**src/rtl/nx_axbs_pkg.sv**
```systemverilog
// Shared scheduler state encoding and result-width helper for the nx_axbs slice scheduler.
package nx_axbs_pkg;

   typedef enum logic [1:0] {
      ST_IDLE  = 2'd0,
      ST_RUN   = 2'd1,
      ST_DRAIN = 2'd2
   } state_t;

   // Full linear convolution of NUM_A by NUM_B operands yields this many coefficients.
   function automatic int calc_nout(input int num_a, input int num_b);
      return num_a + num_b - 1;
   endfunction

endpackage

```
**src/rtl/nx_axbs_res_fifo.sv**
```systemverilog
// Result buffer for the slice scheduler: power-of-two circular FIFO with occupancy count and clear.
module nx_axbs_res_fifo #(
   parameter int WIDTH = 48,
   parameter int DEPTH = 4,
   localparam int AW = (DEPTH > 1) ? $clog2(DEPTH) : 1,
   localparam int CW = $clog2(DEPTH + 1)
) (
   input  logic             clk,
   input  logic             rst,
   input  logic             clr,
   input  logic             push,
   input  logic             pop,
   input  logic [WIDTH-1:0] din,
   output logic [WIDTH-1:0] dout,
   output logic [CW-1:0]    count,
   output logic             empty
);

   logic [AW-1:0]    wr_ptr_q, wr_ptr_d;
   logic [AW-1:0]    rd_ptr_q, rd_ptr_d;
   logic [CW-1:0]    count_q, count_d;
   logic [WIDTH-1:0] mem_q [DEPTH];
   logic             push_ok, pop_ok;

   assign empty   = (count_q == '0);
   assign push_ok = push && (count_q != CW'(DEPTH));
   assign pop_ok  = pop && !empty;

   // Pointers are AW bits wide over a power-of-two depth, so the increment wraps on its own.
   always_comb begin
      wr_ptr_d = wr_ptr_q;
      rd_ptr_d = rd_ptr_q;
      count_d  = count_q;
      if (clr) begin
         wr_ptr_d = '0;
         rd_ptr_d = '0;
         count_d  = '0;
      end else begin
         if (push_ok) wr_ptr_d = wr_ptr_q + AW'(1);
         if (pop_ok)  rd_ptr_d = rd_ptr_q + AW'(1);
         case ({push_ok, pop_ok})
            2'b10:   count_d = count_q + CW'(1);
            2'b01:   count_d = count_q - CW'(1);
            default: count_d = count_q;
         endcase
      end
   end

   always_ff @(posedge clk or posedge rst) begin
      if (rst) begin
         wr_ptr_q <= '0;
         rd_ptr_q <= '0;
         count_q  <= '0;
      end else begin
         wr_ptr_q <= wr_ptr_d;
         rd_ptr_q <= rd_ptr_d;
         count_q  <= count_d;
      end
   end

   always_ff @(posedge clk) begin
      if (push_ok && !clr) mem_q[wr_ptr_q] <= din;
   end

   assign dout  = mem_q[rd_ptr_q];
   assign count = count_q;

endmodule

```
**src/rtl/nx_axbs_sched.sv**
```systemverilog
// Issue scheduler for a fixed-latency slice array with a credit-limited result FIFO.
// Optional NX_AXBS_SCHED_STATS_EN adds saturating job / stall counters.
module nx_axbs_sched
   import nx_axbs_pkg::*;
#(
   parameter int NUM_A      = 2,
   parameter int NUM_B      = 2,
   parameter int SIZE_OUT   = 16,
   parameter int LATENCY    = 4,
   parameter int FIFO_DEPTH = 4,
   localparam int NOUT = calc_nout(NUM_A, NUM_B),
   localparam int RW   = NOUT * SIZE_OUT,
   localparam int CW   = $clog2(FIFO_DEPTH + 1)
) (
   input  logic               clk,
   input  logic               rst,
   input  logic               in_valid,
   output logic               in_ready,
   input  logic [NUM_A*8-1:0] in_a,
   input  logic [NUM_B*8-1:0] in_b,
   input  logic               flush,
   output logic [NUM_A*8-1:0] dp_a,
   output logic [NUM_B*8-1:0] dp_b,
   output logic               dp_issue,
   input  logic [RW-1:0]      dp_res,
   output logic               out_valid,
   input  logic               out_ready,
   output logic [RW-1:0]      out_res,
   output logic               busy
`ifdef NX_AXBS_SCHED_STATS_EN
   ,
   output logic [31:0]        stat_jobs,
   output logic [31:0]        stat_stall
`endif
);

   state_t             state_q, state_d;
   logic [CW-1:0]      inflight_q, inflight_d;
   logic [LATENCY-1:0] vld_sr_q, vld_sr_d;
   logic               dp_issue_q, dp_issue_d;
   logic [NUM_A*8-1:0] dp_a_q, dp_a_d;
   logic [NUM_B*8-1:0] dp_b_q, dp_b_d;

   logic [CW-1:0]      fifo_count;
   logic               fifo_empty, fifo_push, fifo_pop, fifo_clr;
   logic [RW-1:0]      fifo_dout;
   logic [CW:0]        credit_used;
   logic               accept, res_arrive;

   // Credits come from registered counts only, so a pop frees its slot one cycle later.
   assign credit_used = {1'b0, fifo_count} + {1'b0, inflight_q};
   assign in_ready    = !rst && (state_q != ST_DRAIN) && !flush
                        && (credit_used < (CW+1)'(FIFO_DEPTH));
   assign accept      = in_valid && in_ready;
   assign res_arrive  = vld_sr_q[LATENCY-1];

   assign fifo_push = res_arrive && (state_q != ST_DRAIN);
   assign fifo_clr  = (state_q == ST_DRAIN);
   assign out_valid = !fifo_empty && (state_q != ST_DRAIN);
   assign fifo_pop  = out_valid && out_ready;
   assign out_res   = out_valid ? fifo_dout : '0;
   assign busy      = (state_q != ST_IDLE);

   assign dp_issue = dp_issue_q;
   assign dp_a     = dp_a_q;
   assign dp_b     = dp_b_q;

   always_comb begin
      state_d    = state_q;
      inflight_d = inflight_q;
      dp_issue_d = accept;
      dp_a_d     = accept ? in_a : dp_a_q;
      dp_b_d     = accept ? in_b : dp_b_q;
      vld_sr_d   = (vld_sr_q << 1) | LATENCY'(dp_issue_q);

      if (accept && !res_arrive)      inflight_d = inflight_q + CW'(1);
      else if (!accept && res_arrive) inflight_d = inflight_q - CW'(1);

      unique case (state_q)
         ST_IDLE: begin
            if (flush)         state_d = ST_DRAIN;
            else if (in_valid) state_d = ST_RUN;
         end
         ST_RUN: begin
            if (flush) state_d = ST_DRAIN;
            else if (inflight_q == '0 && fifo_empty && !in_valid) state_d = ST_IDLE;
         end
         ST_DRAIN: begin
            if (inflight_q == '0) state_d = ST_IDLE;
         end
         default: state_d = ST_IDLE;
      endcase
   end

   always_ff @(posedge clk or posedge rst) begin
      if (rst) begin
         state_q    <= ST_IDLE;
         inflight_q <= '0;
         vld_sr_q   <= '0;
         dp_issue_q <= 1'b0;
         dp_a_q     <= '0;
         dp_b_q     <= '0;
      end else begin
         state_q    <= state_d;
         inflight_q <= inflight_d;
         vld_sr_q   <= vld_sr_d;
         dp_issue_q <= dp_issue_d;
         dp_a_q     <= dp_a_d;
         dp_b_q     <= dp_b_d;
      end
   end

   nx_axbs_res_fifo #(
      .WIDTH (RW),
      .DEPTH (FIFO_DEPTH)
   ) u_res_fifo (
      .clk   (clk),
      .rst   (rst),
      .clr   (fifo_clr),
      .push  (fifo_push),
      .pop   (fifo_pop),
      .din   (dp_res),
      .dout  (fifo_dout),
      .count (fifo_count),
      .empty (fifo_empty)
   );

`ifdef NX_AXBS_SCHED_STATS_EN
   logic [31:0] stat_jobs_q, stat_jobs_d;
   logic [31:0] stat_stall_q, stat_stall_d;

   function automatic logic [31:0] sat_inc(input logic [31:0] v);
      return (v == 32'hFFFF_FFFF) ? v : v + 32'd1;
   endfunction

   // Counters survive flush; only reset clears them.
   always_comb begin
      stat_jobs_d  = accept ? sat_inc(stat_jobs_q) : stat_jobs_q;
      stat_stall_d = (in_valid && !in_ready) ? sat_inc(stat_stall_q) : stat_stall_q;
   end

   always_ff @(posedge clk or posedge rst) begin
      if (rst) begin
         stat_jobs_q  <= '0;
         stat_stall_q <= '0;
      end else begin
         stat_jobs_q  <= stat_jobs_d;
         stat_stall_q <= stat_stall_d;
      end
   end

   assign stat_jobs  = stat_jobs_q;
   assign stat_stall = stat_stall_q;
`endif

endmodule

```
**config.mk**
```make
export PLATFORM = sky130hd
export DESIGN_NAME = nx_axbs_sched
export DESIGN_NICKNAME = d
export VERILOG_FILES = /design/src/rtl/nx_axbs_pkg.sv /design/src/rtl/nx_axbs_res_fifo.sv /design/src/rtl/nx_axbs_sched.sv
export SDC_FILE = /design/constraint.sdc
export NUM_CORES = 1
export LEC_CHECK = 0
export CAP_MARGIN = 20
export CORE_ASPECT_RATIO = 0.5
export CORE_MARGIN = 2
export CORE_UTILIZATION = 30
export CTS_BUF_LIST = sky130_fd_sc_hd__clkbuf_16
export DETAILED_ROUTE_END_ITERATION = 6
export HOLD_SLACK_MARGIN = 0.03
export PLACE_DENSITY = 0.52
export SKIP_CTS_REPAIR_TIMING = 1
export SYNTH_ARGS = -nofsm -noshare
export SYNTH_HDL_FRONTEND = slang
export SYNTH_SLANG_ARGS = --single-unit
```
**constraint.sdc**
```tcl
create_clock -name clk -period 3 [get_ports clk]
set_input_delay 0.3 -clock clk [delete_from_list [all_inputs] [get_ports clk]]
set_output_delay 0.3 -clock clk [all_outputs]
set_load 0.05 [all_outputs]
```
# ---- Yosys cells after proc, flatten, opt, wreduce, memory -nomap -nowiden
# Memories as Yosys holds them, arrays and structs flattened.
# Cells that the tools add are included.
# Widths: inputs -> output; s select.
dict set report word_totals {
  mem_bits_rw 192
  output_inout_bits 84
  memories 1
  register_bits 49
  elab_cells 75
}
dict set report op_classes {
  reduce_logical 30
  mux 17
  n_lt_le_gt_ge 1
  bitwise_logic 1
  n_addsub 7
  n_eq_ne 9
}
# memory words width read_ports rd_ports_with_merged_regs write_ports line_no
set mem_list {}
lappend mem_list {u_res_fifo.mem_q 4 48 1 0 1 nx_axbs_res_fifo.sv:22} ;# logic [WIDTH-1:0] mem_q [DEPTH];
# op n
set ops {}
lappend ops {{$mux 48} 1}
lappend ops {{$mux 2} 9}
lappend ops {{$logic_and 1x1->1} 14}
lappend ops {{$mux 3} 3}
lappend ops {{$ne 3x3->1 const B} 3}
lappend ops {{$reduce_bool 2->1} 4}
lappend ops {{$logic_not 1->1} 7}
lappend ops {{$add 3x1->3 const B} 2}
lappend ops {{$logic_not 3->1} 2}
lappend ops {{$pmux 2 s3} 1}
lappend ops {{$pmux 3 s2} 1}
lappend ops {{$sub 3x1->3 const B} 2}
lappend ops {{$add 2x1->2 const B} 2}
lappend ops {{$add 3x3->4} 1}
lappend ops {{$eq 2x1->1 const B} 2}
lappend ops {{$eq 2x2->1 const B} 2}
lappend ops {{$lt 4x3->1 const B} 1}
lappend ops {{$ne 2x2->1 const B} 2}
lappend ops {{$or 4x1->4} 1}
lappend ops {{$reduce_and 3->1} 1}
lappend ops {{$reduce_bool 3->1} 1}
lappend ops {{$logic_not 2->1} 1}
lappend ops {{$mux 1} 2}

# ---- Depth between registers and ports, before layout
dict set report logic_depth {
  word_depth 9
  depth_mapped 12
  mapped_depth_nobuf 10
}

# ---- Hierarchy
# From an unflattened synthesis, not the netlist that was laid out.
dict set report unflattened {
  cells_unflattened 475
  hier_area_um2 9685.5
}
# module n_inst cells_each seq_area_each_um2 area_per_inst_um2
set by_module_without_submodules {}
lappend by_module_without_submodules {nx_axbs_res_fifo 1 316 5940.7 7554.7}
lappend by_module_without_submodules {nx_axbs_sched 1 159 1051.0 2130.8}

# ---- Worst setup path before layout
# No wires, ideal clock.
dict set report synth_timing {
  kind {reg-to-reg}
  start {register u_res_fifo.count_q[1], in the netlist u_res_fifo.count[1]}
  end {register inflight_q[2]}
  setup_time_ns 0.079
  synth_period_minus_slack_ns 2.559
  path_buffers 2
  arrival_ns 2.479
  required_time_ns 2.921
  slack_ns 0.441
  stages_incl_launch_ff 13
  path_cell_list {dfrtp_1 ha_1 and3_1 nor4_2 and3_1 buf_6 buf_12 ha_1 inv_1 fa_1 xor2_1 nor2_1 xor2_1}
}
dict set report synth_between {
  elab_chain_len 7
}
# item line_no
set synth_rtl {}
lappend synth_rtl {{start: declaration} nx_axbs_res_fifo.sv:21} ;# logic [CW-1:0] count_q, count_d;
lappend synth_rtl {{start signal: assignment} nx_axbs_res_fifo.sv:57} ;# count_q <= count_d;
lappend synth_rtl {{$add 3x3->4 (*)} nx_axbs_sched.sv:51} ;# assign credit_used = {1'b0, fifo_count} + {1'b0, inflight_q};
lappend synth_rtl {{$lt 4x3->1 (*)} nx_axbs_sched.sv:53} ;# && (credit_used < (CW+1)'(FIFO_DEPTH));
lappend synth_rtl {{$logic_and 1x1->1 (*)} nx_axbs_sched.sv:53}
lappend synth_rtl {{$logic_and 1x1->1 (*)} nx_axbs_sched.sv:54} ;# assign accept = in_valid && in_ready;
lappend synth_rtl {{net accept} nx_axbs_sched.sv:48} ;# logic accept, res_arrive;
lappend synth_rtl {{$logic_not 1->1} nx_axbs_sched.sv:77} ;# else if (!accept && res_arrive) inflight_d = inflight_q - CW'(1);
lappend synth_rtl {{$logic_and 1x1->1} nx_axbs_sched.sv:77}
lappend synth_rtl {{$reduce_bool 2->1 (no source line)} n/a}
lappend synth_rtl {{end signal: assignment} nx_axbs_sched.sv:105} ;# inflight_q <= inflight_d;
lappend synth_rtl {{end: declaration} nx_axbs_sched.sv:38} ;# logic [CW-1:0] inflight_q, inflight_d;
# Mark *: on every way through the listed nets, which the timed path passes. The rest lies on a longest branch.
# A chain may end at the register's enable or synchronous reset.

# ---- Worst setup path in the final report
dict set report layout_timing {
  start {register u_res_fifo.rd_ptr_q[0]}
  end {output port out_res[19]}
}
dict set report layout_between {
  elab_chain_len 2
}
# item line_no
set layout_rtl {}
lappend layout_rtl {{start: declaration} nx_axbs_res_fifo.sv:20} ;# logic [AW-1:0] rd_ptr_q, rd_ptr_d;
lappend layout_rtl {{start signal: assignment} nx_axbs_res_fifo.sv:56} ;# rd_ptr_q <= rd_ptr_d;
lappend layout_rtl {{$mem_v2 4x48} n/a}
lappend layout_rtl {{$mux 48} nx_axbs_sched.sv:61} ;# assign out_res = out_valid ? fifo_dout : '0;
lappend layout_rtl {{end: declaration} nx_axbs_sched.sv:28} ;# output logic [RW-1:0] out_res,
# Every way passes these cells.

==> metrics <==
status complete, no violations; Synth cell types 38; buffer depth of the longest clock path 3; Pre-Repair DR Iteration Count 4; Vias 4,932; H-Tree Level Count 1; Slew HR 46.0%; die width 256 um; period utilization 91.4%; Max-Cap Viols 0; XOR/XNOR share of the synthesized area 0.642%; syn nets 567; largest family of logic cells by synthesized area multiplexers; Overall Power 8.68 mW; Post-Syn Area 0.00955 mm2; commonest non-fill, non-tap cells in the layout edfxtp_1, clkdlybuf4s50_1, buf_12; Synth Area in Simple Gates 5.16%; most common cell after layout, fill and taps aside edfxtp_1; Switching Fraction 29.7%; largest net degree at the start of global routing 52; # DRC 0; WL/cell 19.0 um; Chip Height 130 um; Floorplan Core Area 0.0315 mm2; Int Power 6.10 mW; Mean Syn Cell Area 20.2 um2; combinational power share 23.3%; Synth Area in Compound Gates 1.09%; Reg2Reg Setup Slack 450 ps; #FFs+latches synth 241; ANT nets after route 0; post-synthesis mux area share 16.5%; LEAKAGE 4.63 nW; CP dominant cell by count buf_12; fmax 365 MHz; power share of the sequential group 44.8%; Clk Latency, worst-skew pair 540 ps; Iter 0 DRT Violations 241; Max IR drop VDD 393 uV; CTS sink cnt 241; Stages on worst setup path 4; reg2reg start u_res_fifo.count[1]$_DFFE_PP0P_; crit-path max cell delay 670 ps; post-synthesis adder-cell area fraction 1.34%; area of the multi-input gates 0.00237 mm2; Synth Warn # 0; first-pass GRT wire length 31,700 um; row cnt 46; ranking of synthesized cells by area edfxtp_1, dfrtp_1, mux4_2; Worst Path Arrival 2440 ps; pre-CTS WS 456 ps; sw power 2.58 mW; IO Count 169; minimum clock period 2740 ps; Worst setup EP type primary output; n_diodes 0; filler instances 2,827; initial antenna violation count 0; post-route setup slack 259 ps; die footprint 0.0334 mm2; Hold Crit Class input pin to async pin; Mapped Cells 473; nets@finish 744; sequential standard cell area 0.00700 mm2; crit-path leading delay family flip-flops; FF-to-FF End inflight_q[2]$_DFFE_PP0P_; clock power share 31.9%; worst path buffer plus inverter count 2; Total Neg Setup Slack 0 ps; CP max-delay cell dfrtp_4; Worst Path Required 2700 ps; CP Cell Sequence buf_12, mux4_2, and3_1, buf_12; Setup violations, final 0; Slew Limit Fails 0; worst slew pin tran 810 ps; Clock Skews 9.13 ps; gpl congestion 0.752; share of layout cells above drive strength 1 29.1%; kind of critical path register to primary output; PortBufs 168; sequential element share of the synthesized area 73.2%; critical path startpoint category register; DP HPWL 12,000 um; number of global-route vias before repair 5,256; R2R cell count 10; root buffer cell clkbuf_16; crit path max fanout 21; Worst-path clk slew 70 ps; largest area contributor in the synthesized netlist edfxtp_1; RSZ-0062 raised after global routing no; P per Cell Area 669 mW/mm2; post-route cell area 0.0130 mm2; vias per cell 4.49; synth-to-layout area growth 35.7%; CTS buffer count 24; area fraction of the dominant cell type after synthesis 60.4%; Total Routed Length 20,900 um; Initial Util 30.3%; grt total ovfl 0; CTS tree built; Cell Area, Placed 0.0122 mm2; total track usage 12.4%; Final Hold Violating Endpoints 0
state kept, by name (all words and copies together), names as in the netlist:
signal / flops
dp_a: 16
dp_b: 16
dp_issue: 1
inflight_q: 3
state_q: 2
u_res_fifo.count: 3
u_res_fifo.mem_q: 192
u_res_fifo.rd_ptr_q: 2
u_res_fifo.wr_ptr_q: 2
vld_sr_q: 4
worst reg2reg max path, cell delays in order, from the launching register on:
cell and delay [ps]:
dfrtp_1 510, ha_1 290, and3_1 180, nor4_2 180, and3_2 240, ha_1 170
inv_1 60, fa_1 370, xor2_1 170, nor2_1 120, xor2_1 180
kinds of logic (layout without fill, tap and decap cells):
logic type,count (synthesis),after routing
AND/OR/NAND/NOR,82,82
multiplexers,82,82
AO/OA/AOI/OAI,16,16
XOR/XNOR,7,7
flip-flops,241,241
buffers and inverters,36,230
adder cells (fa/ha/maj),9,9
how the worst max path moves through the flow:
stage | slack, ps | from | end
finish | 260 | u_res_fifo.rd_ptr_q[0]$_DFFE_PP0P_ | out_res[19]
floorplan | 440 | u_res_fifo.count[1]$_DFFE_PP0P_ | inflight_q[2]$_DFFE_PP0P_
detailed placement | 460 | u_res_fifo.count[1]$_DFFE_PP0P_ | inflight_q[2]$_DFFE_PP0P_
global route | 100 | u_res_fifo.rd_ptr_q[0]$_DFFE_PP0P_ | out_res[19]
CTS | -50 | u_res_fifo.count[1]$_DFFE_PP0P_ | in_ready
global placement | 550 | u_res_fifo.count[1]$_DFFE_PP0P_ | inflight_q[2]$_DFFE_PP0P_
per-stage QoR:
stage          cells  hold WS [ps]  utilization (%)
2_1_floorplan    473           331                -
6_report        1099           129             41.2
3_3_place_gp    1056           341             38.9
4_1_cts         1099           137             41.2
5_1_grt         1099           154             41.2
3_5_place_dp    1056           336             38.9
synthesized netlist by cell type (all sizes together):
cell and n:
a21oi 4, a221oi 1, a311oi 1, a31oi 1, and2 5, and2b 1, and3 51, buf 12
clkbuf 17, dfrtp 49, edfxtp 192, fa 2, ha 7, inv 7, mux2 34, mux4 48
nand2 6, nand2b 3, nand3 1, nand4 1, nor2 6, nor3 3, nor3b 1, nor4 1
o21ai 4, o21bai 1, o221a 1, o22ai 2, o32ai 1, or2 1, or3 1, or3b 1
xnor2 3, xor2 4
cell type report:
cell class / instances / area share [%]
Clock inverter: 19 / 0.926
Timing Repair Buffer: 180 / 17.9
Multi-Input combinational cell: 196 / 18.3
Sequential cell: 241 / 54.0
Tap cell: 432 / 4.17
Inverter: 7 / 0.203
Clock buffer: 24 / 4.63
per-layer routing:
metal	GRT usage (%)	share of wire [%]	wire [um]	vias up
met4	2.96	1.8	386	0
met2	21.9	50	10500	97
met5	0	0	0	-
li1	-	-	-	2230
met1	15.5	43	9080	2571
met3	3.19	4.6	970	34
power groups by stage:
stage,sequential (mW),clock (mW),combinational [mW]
after floorplan,4.38,0,0.766
after CTS,3.89,2.86,2.05
after global routing,3.92,2.99,2.12
final,3.89,2.77,2.02
after global placement,3.96,0,2.04
after detailed placement,3.96,0,2.05
(Power assumes the default switching activity.)
